`config.mk`:
```
export PLATFORM = sky130hd
export DESIGN_NAME = boot_rom_arbiter
export DESIGN_NICKNAME = d
export VERILOG_FILES = /design/src/rtl/boot_rom_arbiter.sv
export SDC_FILE = /design/constraint.sdc
export NUM_CORES = 1
export LEC_CHECK = 0
export CAP_MARGIN = 0
export CORE_UTILIZATION = 40
export DETAILED_ROUTE_END_ITERATION = 6
export HOLD_SLACK_MARGIN = 0.02
export MAX_ROUTING_LAYER = met4
export PLACE_DENSITY = 0.86
export SETUP_SLACK_MARGIN = 0.2
export SLEW_MARGIN = 20
export SYNTH_ARGS = -nofsm -noshare
export SYNTH_HDL_FRONTEND = slang
export SYNTH_SLANG_ARGS = --single-unit
```
`constraint.sdc`:
```
create_clock -name clk -period 2.55 [get_ports clk]
set_input_delay 0.51 -clock clk [delete_from_list [all_inputs] [get_ports clk]]
set_output_delay 0.51 -clock clk [all_outputs]
set_load 0.02 [all_outputs]
```
`src/rtl/boot_rom_arbiter.sv`:
```
// Shares one synchronous boot-ROM read port between two requesters with round-robin
// arbitration, byte-to-word address translation, range checking and one-cycle responses.
module boot_rom_arbiter #(
    parameter int ADDR_WIDTH  = 10,
    parameter int BADDR_WIDTH = 32
) (
    input  logic                     clk,
    input  logic                     rst_n,
    input  logic [1:0]               req_i,
    input  logic [2*BADDR_WIDTH-1:0] addr_i,
    output logic [1:0]               gnt_o,
    output logic [1:0]               rvalid_o,
    output logic [63:0]              rdata_o,
    output logic [1:0]               err_o,
    output logic                     rom_en_o,
    output logic [ADDR_WIDTH-1:0]    rom_addr_o,
    input  logic [31:0]              rom_rdata_i
);
    logic [BADDR_WIDTH-1:0] port_addr [2];
    logic [BADDR_WIDTH-1:0] sel_addr;
    logic                   grant_valid;
    logic                   grant_port;
    logic                   in_range;
    logic                   addr_unused;

    logic rr_q;
    logic resp_v_q;
    logic resp_port_q;
    logic resp_err_q;

    genvar gi;
    generate
        for (gi = 0; gi < 2; gi++) begin : g_port
            logic        resp_here;
            logic [31:0] rdata_q;
            logic        err_q;

            assign port_addr[gi] = addr_i[gi*BADDR_WIDTH +: BADDR_WIDTH];
            assign resp_here     = resp_v_q && (resp_port_q == 1'(gi));
            assign rvalid_o[gi]  = resp_here;

            // ROM data arrives during the response cycle, so it is forwarded straight
            // through and held in rdata_q from the following edge onwards.
            assign rdata_o[gi*32 +: 32] = resp_here ? (resp_err_q ? 32'h0 : rom_rdata_i) : rdata_q;
            assign err_o[gi]            = resp_here ? resp_err_q : err_q;

            always_ff @(posedge clk or negedge rst_n) begin
                if (!rst_n) begin
                    rdata_q <= 32'h0;
                    err_q   <= 1'b0;
                end else if (resp_here) begin
                    rdata_q <= resp_err_q ? 32'h0 : rom_rdata_i;
                    err_q   <= resp_err_q;
                end
            end
        end
    endgenerate

    // Round-robin pointer only matters when both ports request at once.
    assign grant_valid = |req_i;
    assign grant_port  = (&req_i) ? rr_q : req_i[1];
    assign gnt_o       = {grant_valid & grant_port, grant_valid & ~grant_port};
    assign sel_addr    = port_addr[grant_port];
    assign addr_unused = ^sel_addr[1:0];

    generate
        if (BADDR_WIDTH > ADDR_WIDTH + 2) begin : g_range
            assign in_range = ~|sel_addr[BADDR_WIDTH-1:ADDR_WIDTH+2];
        end else begin : g_no_range
            assign in_range = 1'b1;
        end
    endgenerate

    assign rom_en_o   = grant_valid & in_range;
    assign rom_addr_o = grant_valid ? sel_addr[ADDR_WIDTH+1:2] : '0;

    always_ff @(posedge clk or negedge rst_n) begin
        if (!rst_n) begin
            rr_q        <= 1'b0;
            resp_v_q    <= 1'b0;
            resp_port_q <= 1'b0;
            resp_err_q  <= 1'b0;
        end else begin
            resp_v_q <= grant_valid;
            if (grant_valid) begin
                rr_q        <= ~grant_port;
                resp_port_q <= grant_port;
                resp_err_q  <= ~in_range;
            end
        end
    end
endmodule

```
==> results.md, run 1 <==
* Syn Area/Cell at 9.31 um^2
* Leakage at 2.54 nW
* # IOs at 181
* Crit share post-route at 96.0%
* Finish-stage setup viols at 0
* Status: complete, no violations
* CP required at 2.04 ns
* Core area at 6940 um^2
* Total CTS buffers at 9
* Initial antenna violation count at 0
* Clock skew at 0.00647 ns
* Maxcap violations at 0
* Vias in the first global route at 2882
* Total negative slack at 0 ns
* Row Count at 30
* FMAX at 0.408 GHz
* Ant diodes at 0
* Crit path kind: input port to output port
* Clk Latency, worst-skew pair at 0.33 ns
* Area of the die at 7730 um^2
* Gpl congestion at 0.811
* Final WS setup at 0.101 ns
* Post-Place Setup Slack at -0.480 ns
* First-pass GRT wire length at 13.4 mm
* Total GRT Usage at 23.7%
* Initial DRC Count at 95
* PortBufs at 176
* Initial Util at 42.5%
* CP peak stage delay at 0.53 ns
* Register area share after synthesis at 59.3%
* Antenna-violating nets left at 0
* Crit-path cells: clkdlybuf4s50_1 > or4_4 > nor4_4 > o21a_1 > buf_6
* VDD IR max at 0.000366 V
* Final core occ at 72.9%
* Yosys warns at 0
* Cell count after synthesis at 317
* Vias/cell at 4.78
* Final Hold Fails at 0
* RSZ-0062 raised after global routing: yes
* CP max stage cell: or4_4
* Worst-margin pin slew at 0.732 ns
* Largest net degree at the start of global routing at 41
* DRC at 0
* Total gr overflow at 0
* Cell area after synthesis at 2950 um^2
* Die H at 87.9 um
* WL per Instance at 14.6 um
* Ratio of cells with drive above 1 in the final layout at 12.7%
* Clock root buffer master: clkbuf_8
* CTS tree: yes
* Max FO, Critical Path at 2
* Post-synthesis register bit count at 70
* Via count at 2864
* Slew HR at 51.2%
* Slew Viols, Final at 0
* Die W at 87.9 um
* Synth cell types at 22
* Worst-path clk slew at 0.08 ns
* Nets at 599
* P&R area growth vs syn at 71.4%
* Drt pass-1 iters at 6
* Post-Syn Nets at 417
* Arrival time worst endpoint at 1.94 ns
* Critical path startpoint category: input port
* DRT Wirelength at 8.77 mm
* DP HPWL at 6.45 mm
* CP Capture Type: output port
* Clock tree buffer depth at 2
* Tmin final at 2.45 ns
* HP Class: input port to asynchronous set/reset pin
* Final hold slack at 0.220 ns
* CTS Sinks at 70
* H-tree levels at 3
* PwrDens at 570 nW/um^2
registers in the layout, indices dropped and copies added, names as in the netlist:
name and count:
g_port.rdata_q 64, g_port.err_q 2, resp_err_q 1, resp_port_q 1, resp_v_q 1, rr_q 1
cell families after synthesis:
group	share of synthesized area, %
AO/OA/AOI/OAI	11.7
buffers and inverters	4.03
flip-flops	59.3
multiplexers	0.763
AND/OR/NAND/NOR	24.2
critical path, delay by kind of cell:
family / cells / cell delay (ns)
AO/OA/AOI/OAI: 1 / 0.20
buffers and inverters: 2 / 0.54
AND/OR/NAND/NOR: 2 / 0.69
cells in the mapped netlist, drive strengths merged:
| cell | instances | area [um^2] |
|---|---|---|
| nand2 | 92 | 348 |
| dfrtp | 70 | 1750 |
| o21ai | 66 | 330 |
| nand2b | 33 | 206 |
| buf | 13 | 62.6 |
| nand3 | 10 | 50.1 |
| nor4 | 10 | 83.8 |
| clkbuf | 9 | 33.8 |
| inv | 6 | 22.5 |
| mux2 | 2 | 22.5 |
| nor2 | 2 | 7.51 |
| or4 | 2 | 18.8 |
| o21a | 1 | 7.51 |
| o31ai | 1 | 7.51 |
per-layer routing:
| layer | routed length, um | GRT usage [%] |
|---|---|---|
| met5 | 0 | - |
| met4 | 76 | 8.79 |
| met3 | 487 | 6.03 |
| met2 | 4670 | 40.0 |
| met1 | 3540 | 27.1 |
placed cells by master (no fill, tap or decap), types with 3 or more instances in the layout:
master           netlist  layout
nand2_1               91      89
clkdlybuf4s50_1        0      83
dfrtp_1               70      70
dlygate4sd2_1          0      65
o21ai_1               58      59
nand2b_1              33      33
dlymetal6s2s_1         0      12
nand3_1               10      10
buf_2                  2      10
buf_4                  3      10
clkbuf_8               0       9
o21ai_0                8       7
nor4_2                 1       6
inv_2                  5       5
buf_6                  0       4
buf_12                 0       4
clkbuf_2               0       3
worst paths after layout:
kind,startpoint,end,slack (ns),cells past startpoint
max,addr_i[61],rom_en_o,0.10,5
min,rst_n,g_port[1].rdata_q[18],0.22,1
max reg2reg,rr_q,resp_err_q,1.16,6
min reg2reg,g_port[0].err_q,g_port[0].err_q,0.49,1
max in group asynchronous,rst_n,g_port[0].rdata_q[0],1.65,2
min in group clk,g_port[0].err_q,g_port[0].err_q,0.49,1
per-stage QoR:
| stage | instance area, um^2 | std cells | power [W] |
|---|---|---|---|
| floorplan | 2950 | 317 | 0.00163 |
| global placement | 4900 | 582 | 0.00210 |
| detailed placement | 4900 | 582 | 0.00212 |
| CTS | 5010 | 597 | 0.00291 |
| global route | 5060 | 599 | 0.00303 |
| finish | 5060 | 599 | 0.00288 |
final cells by class:
class | instances | area (um^2)
Sequential cell | 70 | 1750
Tap cell | 96 | 120
Inverter | 6 | 22.5
Clock inverter | 5 | 60.1
Clock buffer | 10 | 128
Fill cell | 531 | 1880
Multi-Input combinational cell | 219 | 1140
Timing Repair Buffer | 193 | 1840
power by group:
| part | leakage (nW) | internal [W] | switching, W |
|---|---|---|---|
| registers | 0.933 | 0.00121 | 0.0000293 |
| logic | 1.52 | 0.000340 | 0.000440 |
| clock network | 0.0927 | 0.000450 | 0.000416 |
repair_timing:
item | in CTS | in global routing
hold buffers | 0 | 0
cloned | 0 | 0
resized for setup | 108 | 39
setup buffers | 0 | 2
setup endpoints to repair | 80 | 38
pin swaps | 0 | 12
No activity file was read; power rests on OpenSTA's default activity.
==> run 2: changes to the inputs <==
- GPL_TIMING_DRIVEN: default -> 0
- RECOVER_POWER: default -> 100
==> run 2 against run 1 <==
Compared with the run above:
- die area stayed put
- global-route usage is 1.9 points higher
- count of clock-buffer cells in the layout is 1 lower
- register-to-register slack better by 0.02 ns
- largest cell class is now sequential cells
==> results.md, run 2 (synthesized netlist as in run 1, its figures left out) <==
* Ratio of cells with drive above 1 in the final layout at 11.8%
* Drt pass-1 iters at 4
* Total gr overflow at 0
* Initial antenna violation count at 0
* Via count at 2988
* Commonest non-fill, non-tap cell in the layout: nand2_1
* RR Startpoint: resp_err_q
* Critical Path Most Common Cell: nand2_1
* First-pass GRT wire length at 14.5 mm
* Vias/cell at 4.94
* CP peak stage delay at 0.59 ns
* Critical path startpoint category: input port
* CP required at 2.04 ns
* Clock root buffer master: clkbuf_8
* Slew Viols, Final at 0
* FMAX at 0.411 GHz
* Core area at 6940 um^2
* Worst-margin pin slew at 0.964 ns
* Vias in the first global route at 3042
* RR Endpoint: g_port[0].rdata_q[17]
* Clock skew at 0.00943 ns
* Antenna-violating nets left at 0
* Largest registers: g_port.rdata_q x64, g_port.err_q x2
* Max FO, Critical Path at 10
* Total GRT Usage at 25.6%
* Finish-stage setup viols at 0
* Die W at 87.9 um
* P&R area growth vs syn at 66.8%
* Arrival time worst endpoint at 1.92 ns
* Area of the die at 7730 um^2
* Final Total Pwr at 0.00295 W
* Tmin final at 2.43 ns
* Final Hold Fails at 0
* CP Capture Type: output port
* CTS tree: yes
* Crit-path cells: clkdlybuf4s50_1 > nand2_4 > inv_4 > clkbuf_8 > nand2_1 > nand2_1 > dlygate4sd2_1
* Post-DP Area at 4850 um^2
* R2R setup slack at 1.18 ns
* Max FFs per register at 64
* Worst-path clk slew at 0.08 ns
* Combinational cell fraction of total power at 25.7%
* # hold bufs at CTS at 0
* Total CTS buffers at 9
* Slew HR at 35.8%
* WL per Instance at 15.8 um
* VDD IR max at 0.000300 V
* Ant diodes at 0
* Most frequent cells in the layout: 91 x nand2_1, 74 x clkdlybuf4s50_1, 70 x dfrtp_1, 59 x o21ai_0, 46 x clkbuf_1
* Finished Layout Cells at 605
* Initial Util at 42.5%
* Seq pwr share at 41.9%
* CP max stage cell: clkdlybuf4s50_1
* Post-CTS Setup Bufs at 0
* Clk pwr share at 32.4%
* Row Count at 30
* Gpl congestion at 0.723
* Leakage at 2.34 nW
* PortBufs at 176
* RSZ-0062 raised after global routing: yes
* Initial DRC Count at 119
* Sw Pwr at 0.000895 W
* Clock tree buffer depth at 2
* H-tree levels at 3
* Switching share of power at 30.3%
* Final hold slack at 0.304 ns
* HP Class: input port to asynchronous set/reset pin
* DRT Wirelength at 9.56 mm
* Crit path kind: input port to output port
* Clk Latency, worst-skew pair at 0.34 ns
* Filler cell count at 555
* CTS Sinks at 70
* Post-Place Cells at 590
* Nets at 605
* FF-to-FF path depth at 3
* Largest net degree at the start of global routing at 41
* Status: complete, no violations
* Crit share post-route at 95.3%
* Power Internal at 0.00206 W
* # IOs at 181
* Final core occ at 70.9%
* DRC at 0
* PwrDens at 600 nW/um^2
* Post-layout instance area at 4930 um^2
* DP HPWL at 6.96 mm
* Maxcap violations at 0
* Die H at 87.9 um
* Top reg by flops: g_port.rdata_q
[run 2: cell count changes in the layout (fill, tap and decap cells not counted), moves of 7 or more]
cell             before  now
clkbuf_1              1   46
o21ai_1              59    6
o21ai_0               7   59
clkdlybuf4s50_1      83   74
dlygate4sd2_1        65   25
dlymetal6s2s_1       12   19
buf_2                10    1
[run 2: worst max-delay path, delay by kind of cell]
| family | cells | cell delay, ns |
|---|---|---|
| AND/OR/NAND/NOR | 3 | 0.22 |
| buffers and inverters | 4 | 1.18 |
[run 2: cell type report]
| cell class | count | area, um^2 | share of cell area, % |
|---|---|---|---|
| inverter | 6 | 25.0 | 0.508 |
| tap | 96 | 120 | 2.44 |
| clock inverter | 6 | 86.3 | 1.75 |
| clock buffer | 9 | 124 | 2.51 |
| buffer | 22 | 153 | 3.10 |
| timing repair buffer | 177 | 1510 | 30.7 |
| sequential | 70 | 1750 | 35.6 |
| multi-input combinational | 219 | 1150 | 23.4 |
[run 2: power groups by stage]
| stage | Sequential [W] | Clock (W) | Combinational, W |
|---|---|---|---|
| floorplan | 0.00125 | 0 | 0.000377 |
| global placement | 0.00126 | 0 | 0.000842 |
| detailed placement | 0.00126 | 0 | 0.000861 |
| CTS | 0.00124 | 0.000969 | 0.000812 |
| global route | 0.00125 | 0.00102 | 0.000817 |
| finish | 0.00124 | 0.000958 | 0.000758 |
[run 2: timing repair]
item,CTS,global route
endpoints found under the setup margin,81,72
pin swaps,3,14
resized for setup,161,127
[run 2: per-stage QoR]
step	TNS (ns)	setup WS (ns)
2_1_floorplan	0	0.469
3_3_place_gp	-94.59	-1.30
3_5_place_dp	-4.61	-0.529
4_1_cts	0	0.0607
5_1_grt	0	0.0472
6_report	0	0.119
[run 2: how the worst max path moves through the flow]
stage	start	end	slack (ns)	depth (start not counted)
6_report	req_i[1]	rom_addr_o[6]	0.12	7
5_1_grt	resp_err_q	rdata_o[55]	0.05	4
4_1_cts	addr_i[16]	rom_en_o	0.06	6
3_5_place_dp	addr_i[60]	rom_en_o	-0.53	5
3_3_place_gp	rst_n	g_port[1].rdata_q[11]	-1.30	1
2_1_floorplan	addr_i[60]	rom_en_o	0.47	3
[run 2: layer usage]
layer  wire length (um)  GRT usage (%)
met3                535           5.84
met2               5030           43.5
met1               3960           30.0
met5                  0              -
met4                 43           8.20
==> run 3: changes to the inputs <==
- CORE_MARGIN: default -> 2
- CORE_UTILIZATION: 40 -> 37
- PLACE_DENSITY: 0.86 -> 0.8
- clock period: 2.55 -> 2.6 ns (I/O delays scaled with it)
==> run 3 against run 2 <==
Compared with the run above:
- the flow now finishes with violations (capacitance limit, slew limit)
- wire length shrank 0.54%
- combinational power down 3%
- power increased by 2.2%
- clock skew is 0.0016 ns lower
- clock power increased by 11%
- critical path depth is 1 lower
- cell area increased by 0.99%
- global-route usage down 2.7 points
- setup slack gained 0.057 ns
- sequential share of layout area shrank 0.35 points
- via count grew 0.87%
- critical path type unchanged
==> results.md, run 3 (synthesized netlist as in run 1, its figures left out) <==
* Status: finished with violations
* Failing checks: capacitance limit, slew limit
* Leakage at 2.42 nW
* Slew HR at -14.8%
* Max FFs per register at 64
* Via count at 3014
* CP Capture Type: output port
* P&R area growth vs syn at 68.5%
* Finish-stage setup viols at 0
* Largest delay contributor family on the critical path: simple AND/OR/NAND/NOR gates
* Vias in the first global route at 3146
* Post-layout instance area at 4970 um^2
* Finished Layout Cells at 616
* Crit path kind: input port to output port
* Switching share of power at 28.7%
* Initial antenna violation count at 0
* Die H at 93.3 um
* H-tree levels at 3
* Crit-path cells: clkdlybuf4s50_1 > nor4_2 > nand2_1 > nor4_4 > o21a_1 > buf_6
* Worst-margin pin slew at 1.72 ns
* Core area at 7730 um^2
* Clk Latency, worst-skew pair at 0.33 ns
* Nets at 609
* DRC at 0
* PortBufs at 176
* CP peak stage delay at 0.43 ns
* Row Count at 32
* R2R setup slack at 1.14 ns
* Largest registers: g_port.rdata_q x64, g_port.err_q x2
* # hold bufs at CTS at 0
* Seq pwr share at 40.3%
* CP max stage cell: clkdlybuf4s50_1
* DP HPWL at 7.16 mm
* Gpl congestion at 0.835
* Sw Pwr at 0.000866 W
* RSZ-0062 raised after global routing: yes
* Largest net degree at the start of global routing at 41
* Commonest non-fill, non-tap cell in the layout: nand2_1
* Ratio of cells with drive above 1 in the final layout at 9.92%
* Total gr overflow at 0
* CP required at 2.08 ns
* Slew Viols, Final at 31
* Final Hold Fails at 0
* WL per Instance at 15.4 um
* VDD IR max at 0.000297 V
* Tmin final at 2.42 ns
* PwrDens at 607 nW/um^2
* Crit path buffers/inverters at 2
* Most frequent cells in the layout: 92 x nand2_1, 77 x clkdlybuf4s50_1, 70 x dfrtp_1, 59 x o21ai_0, 45 x clkbuf_1
* Post-DP Area at 4860 um^2
* Total CTS buffers at 9
* Combinational cell fraction of total power at 24.5%
* Antenna-violating nets left at 0
* HP Class: input port to flop
* Worst-path clk slew at 0.07 ns
* Drt pass-1 iters at 4
* Clock tree buffer depth at 2
* FMAX at 0.413 GHz
* Vias/cell at 4.89
* Total GRT Usage at 22.9%
* Power Internal at 0.00215 W
* Ant diodes at 0
* Initial Util at 38.2%
* Area of the die at 8710 um^2
* Critical path startpoint category: input port
* Arrival time worst endpoint at 1.90 ns
* Initial DRC Count at 70
* CTS tree: yes
* First-pass GRT wire length at 15.0 mm
* DRT Wirelength at 9.51 mm
* Die W at 93.3 um
* Maxcap violations at 1
* Max FO, Critical Path at 2
* Clock root buffer master: clkbuf_8
* Crit share post-route at 93.2%
* Top reg by flops: g_port.rdata_q
* CTS Sinks at 70
* # IOs at 181
* Clk pwr share at 35.3%
* Clock skew at 0.00780 ns
* Post-Place Cells at 596
-- run 3: cell types whose count changed in the layout (fill, tap and decap cells not counted), sizes merged --
| cell | previous run | this run |
|---|---|---|
| clkdlybuf4s50 | 74 | 77 |
| clkinv | 2 | 1 |
| clkdlybuf4s15 | 9 | 0 |
| dlymetal6s2s | 19 | 18 |
| inv | 7 | 6 |
| buf | 11 | 17 |
| dlygate4sd2 | 25 | 36 |
| bufinv | 2 | 3 |
| clkbuf | 67 | 63 |
-- run 3: through the flow --
stage               power, W  setup WS (ns)  TNS, ns  utilization (%)  hold WS [ns]
floorplan            0.00160          0.499        0                -         0.224
global route         0.00317         0.0472        0             64.4         0.436
global placement     0.00206          -1.27   -92.64             62.7         0.470
finish               0.00302          0.177        0             64.4         0.433
detailed placement   0.00209         -0.481    -4.33             62.9         0.480
CTS                  0.00309        0.00550        0             65.4         0.113
-- run 3: cell type report --
cell class	count	area, um^2
fill	681	2750
sequential	70	1750
timing repair buffer	181	1560
multi-input combinational	219	1120
buffer	22	144
clock buffer	11	141
tap	102	128
clock inverter	5	106
inverter	6	25.0
-- run 3: worst reg2reg max path, delay by kind of cell (launching register included) --
| family | cells | cell delay, ns |
|---|---|---|
| buffers and inverters | 3 | 0.66 |
| AOI/OAI and AO/OA | 1 | 0.22 |
| and+or+nand+nor | 1 | 0.09 |
| DFF | 1 | 0.35 |
-- run 3: layer usage --
layer	wire (um)	global-route usage, %	up-vias
li1	-	-	1429
met1	3720	25.4	1454
met2	5130	41.4	118
met3	511	4.67	13
met4	155	6.74	0
met5	0	-	-
-- run 3: power groups by stage --
| stage | Sequential, W | Clock [W] | Combinational, W |
|---|---|---|---|
| 3_3_place_gp | 0.00123 | 0 | 0.000831 |
| 6_report | 0.00122 | 0.00106 | 0.000738 |
| 2_1_floorplan | 0.00123 | 0 | 0.000370 |
| 4_1_cts | 0.00122 | 0.00109 | 0.000786 |
| 5_1_grt | 0.00122 | 0.00115 | 0.000802 |
| 3_5_place_dp | 0.00124 | 0 | 0.000847 |
-- run 3: worst paths after layout --
kind / startpoint / endpoint / cells past startpoint
setup / recovery: addr_i[52] / rom_en_o / 6
hold / removal: req_i[0] / resp_port_q / 2
setup reg to reg: resp_port_q / g_port[0].rdata_q[14] / 5
hold reg to reg: g_port[1].err_q / g_port[1].err_q / 1
max in group asynchronous: rst_n / g_port[0].rdata_q[6] / 1
min in group asynchronous: rst_n / g_port[0].rdata_q[20] / 1
-- run 3: timing repair --
item | 4_1_cts | 5_1_grt
endpoints found under the setup margin | 81 | 54
setup buffers | 2 | 2
resized for setup | 145 | 98
endpoints found under the hold margin | 0 | 0
pin swaps | 1 | 12
